**config.mk**
```make
export PLATFORM = sky130hd
export DESIGN_NAME = pc_fetch_sequencer
export DESIGN_NICKNAME = d
export VERILOG_FILES = /design/src/rtl/legv8_pkg.sv /design/src/rtl/next_pc_calc.sv /design/src/rtl/pc_fetch_sequencer.sv
export SDC_FILE = /design/constraint.sdc
export NUM_CORES = 1
export LEC_CHECK = 0
export ABC_AREA = 1
export CAP_MARGIN = 20
export CORE_ASPECT_RATIO = 2
export CORE_MARGIN = 2
export CORE_UTILIZATION = 40
export DETAILED_ROUTE_END_ITERATION = 12
export DONT_BUFFER_PORTS = 1
export GPL_ROUTABILITY_DRIVEN = 0
export PLACE_DENSITY = 0.56
export SLEW_MARGIN = 10
export SYNTH_ARGS = -nofsm -noshare
export SYNTH_HDL_FRONTEND = slang
export SYNTH_HIERARCHICAL = 1
export SYNTH_SLANG_ARGS = --single-unit
```
**constraint.sdc**
```tcl
create_clock -name CLK -period 3.2 [get_ports CLK]
set_clock_uncertainty 0.05 [all_clocks]
set_input_delay 0.64 -clock CLK [delete_from_list [all_inputs] [get_ports CLK]]
set_output_delay 0.64 -clock CLK [all_outputs]
set_load 0.01 [all_outputs]
```
**src/rtl/legv8_pkg.sv**
```systemverilog
// Shared LEGv8 datapath definitions: sequencer states, PC step constants and
// sign-extension control encodings used across the fetch/decode stages.
package legv8_pkg;

  typedef enum logic [1:0] {
    BOOT = 2'd0,
    REQ  = 2'd1,
    EXEC = 2'd2,
    HALT = 2'd3
  } seq_state_t;

  localparam int PC_INCR  = 4;
  localparam int BR_SHIFT = 2;

  // Kept here so the sign-extension stage and decode agree on the encoding
  typedef enum logic [2:0] {
    SE_I    = 3'd0,
    SE_D    = 3'd1,
    SE_B    = 3'd2,
    SE_CBZ  = 3'd3,
    SE_MOVZ = 3'd4
  } signext_ctl_t;

endpackage

```
**src/rtl/next_pc_calc.sv**
```systemverilog
// Combinational next-PC selection: sequential step or word-scaled branch offset.
module next_pc_calc
  import legv8_pkg::*;
#(
  parameter int PC_W = 64
) (
  input  logic [PC_W-1:0]        CurrentPC,
  input  logic signed [PC_W-1:0] BusImm,
  input  logic                   Branch,
  input  logic                   Uncondbranch,
  input  logic                   ALUZero,
  output logic [PC_W-1:0]        NextPC,
  output logic                   Taken
);

  logic signed [PC_W-1:0] imm_scaled;

  // The top BR_SHIFT bits of the immediate fall off; arithmetic wraps silently
  assign imm_scaled = BusImm <<< BR_SHIFT;
  assign Taken      = Uncondbranch | (Branch & ALUZero);
  assign NextPC     = CurrentPC + (Taken ? $unsigned(imm_scaled) : PC_W'(PC_INCR));

endmodule

```
**src/rtl/pc_fetch_sequencer.sv**
```systemverilog
// Program counter and instruction fetch sequencer (BOOT/REQ/EXEC/HALT).
// Optional performance counters are built when PC_PERF_COUNTERS_EN is defined.
module pc_fetch_sequencer
  import legv8_pkg::*;
#(
  parameter int              PC_W     = 64,
  parameter logic [PC_W-1:0] RESET_PC = {PC_W{1'b0}}
) (
  input  logic            CLK,
  input  logic            Reset,
  output logic            IMemReq,
  output logic [PC_W-1:0] IMemAddr,
  input  logic            IMemAck,
  input  logic [31:0]     IMemData,
  output logic [31:0]     Instruction,
  output logic            InstrValid,
  output logic [PC_W-1:0] CurrentPC,
  input  logic [PC_W-1:0] BusImm,
  input  logic            Branch,
  input  logic            Uncondbranch,
  input  logic            ALUZero,
  input  logic            Halt,
  output logic            Halted,
  output logic [31:0]     RetireCount,
  output logic [31:0]     TakenCount
);

  seq_state_t      state;
  logic [PC_W-1:0] next_pc;
  logic            taken;

  next_pc_calc #(.PC_W(PC_W)) u_next_pc (
    .CurrentPC    (CurrentPC),
    .BusImm       (BusImm),
    .Branch       (Branch),
    .Uncondbranch (Uncondbranch),
    .ALUZero      (ALUZero),
    .NextPC       (next_pc),
    .Taken        (taken)
  );

  assign IMemAddr = CurrentPC;

  // Outputs are registered from the next state so they line up with it exactly
  always_ff @(posedge CLK or posedge Reset) begin
    if (Reset) begin
      state       <= BOOT;
      CurrentPC   <= RESET_PC;
      Instruction <= '0;
      InstrValid  <= 1'b0;
      IMemReq     <= 1'b0;
      Halted      <= 1'b0;
    end else begin
      case (state)
        BOOT: begin
          state   <= REQ;
          IMemReq <= 1'b1;
        end
        REQ: begin
          if (IMemAck) begin
            Instruction <= IMemData;
            state       <= EXEC;
            IMemReq     <= 1'b0;
            InstrValid  <= 1'b1;
          end
        end
        EXEC: begin
          CurrentPC  <= next_pc;
          InstrValid <= 1'b0;
          if (Halt) begin
            state  <= HALT;
            Halted <= 1'b1;
          end else begin
            state   <= REQ;
            IMemReq <= 1'b1;
          end
        end
        HALT: begin
          state <= HALT;
        end
        default: begin
          state <= BOOT;
        end
      endcase
    end
  end

`ifdef PC_PERF_COUNTERS_EN
  logic [31:0] retire_cnt;
  logic [31:0] taken_cnt;

  always_ff @(posedge CLK or posedge Reset) begin
    if (Reset) begin
      retire_cnt <= '0;
      taken_cnt  <= '0;
    end else if (state == EXEC) begin
      retire_cnt <= retire_cnt + 32'd1;
      if (taken) begin
        taken_cnt <= taken_cnt + 32'd1;
      end
    end
  end

  assign RetireCount = retire_cnt;
  assign TakenCount  = taken_cnt;
`else
  logic unused_taken;

  assign unused_taken = taken;
  assign RetireCount  = '0;
  assign TakenCount   = '0;
`endif

endmodule

```
==> results_dict.tcl <==
set metrics [dict create \
    finalCritPeriodShare_pct 89.62 \
    numPortBuffers 0 \
    postCtsSetupRepairBufs 0 \
    diodes 0 \
    synth_compound_area_share_pct 2.630 \
    die_h_um 239.9 \
    arrival_ps 3100 \
    fillers 3059 \
    grt_setup_unrepaired "no" \
    cts_hold_buf 0 \
    drc 0 \
    place_ws_ps 17.02 \
    grt_pass1_vias 10650 \
    synthFlopType "dfrtp_1" \
    cts-buffers-inserted 9 \
    synth_edf_count 0 \
    end_kind "register" \
    rows 86 \
    async_flop_share_pct 100.0 \
    final_util_pct 42.33 \
    avgSynthCellArea_sq_um 5.798 \
    die_w_um 122.0 \
    tightest_slew_ps 815.9 \
    start_util_pct 40.57 \
    syn_to_final_growth_pct 4.349 \
    cts_sinks 101 \
    ios 330 \
    synth_cell_types 33 \
    antenna_left 0 \
    drive_gt1_share_pct 8.229 \
    post_drt_wl_per_cell_um 15.77 \
    p_leak_nw 7.423 \
    hpwl_um 29940 \
    worst_setup_path_start_kind "input port" \
    synth-xor-area-share_pct 2.518 \
    hp-class "input port to asynchronous set/reset pin" \
    finalSetupViolations 0 \
    wl_um 35830 \
    dr_wl_met3_um 1606 \
    netlist_area_sq_um 11130 \
    clk_pin_slew_ps 70 \
    grt_antenna_before_repair 0 \
    synth_simple_gate_area_share_pct 42.14 \
    yosys.area_share.adder_pct 7.036 \
    layout_common_cells "nand2_1 (826), inv_1 (353), nor2_1 (158)" \
    yosys_register_bits 101 \
    ir_drop_v 0.0006280 \
    synth_top_family_by_area "simple AND/OR/NAND/NOR gates" \
    final_common_cell "nand2_1" \
    via_per_inst 4.701 \
    hold_violations 0 \
    overflow 0 \
    final_nets 2080 \
    fp.dieArea_sq_um 29260 \
    maxSlewHeadroom_pct 45.61 \
    maxCapViolations 0 \
    required_ps 3430 \
    drtIter0Drc 432 \
    cts-root-buf "clkbuf_16" \
    critPathKind "input port to register" \
    fin_setup_tns_ps 0 \
    drv_slew 0 \
    wl_met2_um 19300 \
    setup_slack_ps 332.1 \
    wirelength_met1_um 10880 \
    top_layer_used "met4" \
    drt_first_pass_iters 5 \
    fin_crit_ps 2868 \
    p_per_area_nw_per_um2 910.7 \
    max_freq_mhz 348.7 \
    via_count 10680 \
    post_cts_resized 0 \
    synth.mux.area_fraction_pct 0 \
    clockBufferDepth 2 \
    yosysSeqAreaShare_pct 22.70 \
    crit_fanout 48 \
    syn_inst 1920 \
    cts_htree_levels 3 \
    core-area_sq_um 27440 \
    cts_tree "yes" \
    clk_latency_ps 390 \
    grt_usage_pct 25.28 \
    synth_warnings 6 \
    status "completed" \
    grt_first_pass_wirelength_um 54970 \
    grt_max_degree 102 \
]
-- report_power, final --
part	internal, mW	switching, mW	leakage [nW]
Combinational	2.28	4.04	6.03
Sequential	1.87	1.19	1.24
Clock	0.654	0.546	0.149
Total	4.80	5.78	7.42
-- logic make-up (layout without fill, tap and decap cells) --
kind of cell             after synthesis  count (layout)
adder cells (fa/ha/maj)               62              62
flip-flops                           101             101
XOR/XNOR                              32              32
AO/OA/AOI/OAI                         54              54
buffers and inverters                527             464
AND/OR/NAND/NOR                     1143            1143
other                                  1              64
-- Yosys cell counts (2+ instances only) --
cell        n  area (sq um)
nor2_4      3         33.78
dfrtp_1   101          2527
nand4_1    46         287.8
o21bai_1    8         60.06
o21ai_0     5         25.02
nand2_1   826          3100
buf_6       8         90.09
buf_4     134          1006
clkbuf_1   12         45.04
inv_1     354          1329
xor2_1     31         271.5
nand3_2     9         90.09
nor3_2      3         30.03
inv_2       7         26.28
nor3_1     11         55.05
ha_1       61         763.2
clkinv_1    2         7.510
nand2_2    17         106.4
nand3_1    50         250.2
a21oi_1    40         200.2
buf_2      10         50.05
nor2_2     13         81.33
nor2_1    159         596.8
-- routing by layer --
metal / GRT usage, % / vias up
li1: - / 5475
met1: 20.49 / 4722
met2: 48.30 / 357
met3: 4.720 / 126
met4: 24.35 / 0
met5: 0 / -
-- metrics by stage --
step	hold WS, ps	instance area [sq um]	total power [mW]	instances
6_report	234.2	11620	10.58	2272
2_1_floorplan	449.7	11370	7.641	1983
3_5_place_dp	472.8	11300	9.423	2256
3_3_place_gp	476.2	11300	9.339	2256
4_1_cts	252.9	11620	10.68	2272
5_1_grt	281.4	11620	11.64	2272
-- flip-flops by register name, indices dropped and copies added (netlist names) --
| register | flops |
|---|---|
| IMemReq | 1 |
| InstrValid | 1 |
| CurrentPC | 64 |
| state | 2 |
| Halted | 1 |
| Instruction | 32 |
-- area by class of cell --
| cell class | instances | area (sq um) | area share [%] |
|---|---|---|---|
| tap | 352 | 440.4 | 3.791 |
| timing repair buffer | 85 | 675.6 | 5.816 |
| clock buffer | 12 | 256.5 | 2.208 |
| sequential | 101 | 2527 | 21.76 |
| multi-input combinational | 1355 | 6295 | 54.19 |
| clock inverter | 4 | 55.05 | 0.4739 |
| inverter | 363 | 1366 | 11.76 |
-- final timing paths --
kind	startpoint	to	slack [ps]	cells after the start
worst max-delay path	Branch	CurrentPC[60]	330	17
worst min-delay path	Reset	Instruction[7]	230	2
worst max register to register	CurrentPC[2]	CurrentPC[62]	530	18
worst min register to register	Instruction[17]	Instruction[17]	490	2
max in group asynchronous	Reset	CurrentPC[57]	2430	2
min in group CLK	Halt	Halted	330	2
-- worst max-delay path, stage by stage --
cell and delay, ps:
nand2_1 40, inv_1 60, nor2_4 120, buf_12 230
nor2_1 80, ha_1 350, nand2_1 140, nor2_1 290
nand3_1 140, nand3_2 180, nand2_1 90, nand2_1 130
nand2_1 220, nand3_1 150, nand2_1 80, nand2_1 70
nand2_1 60
Note: power is estimated with default switching activity, not from simulation.
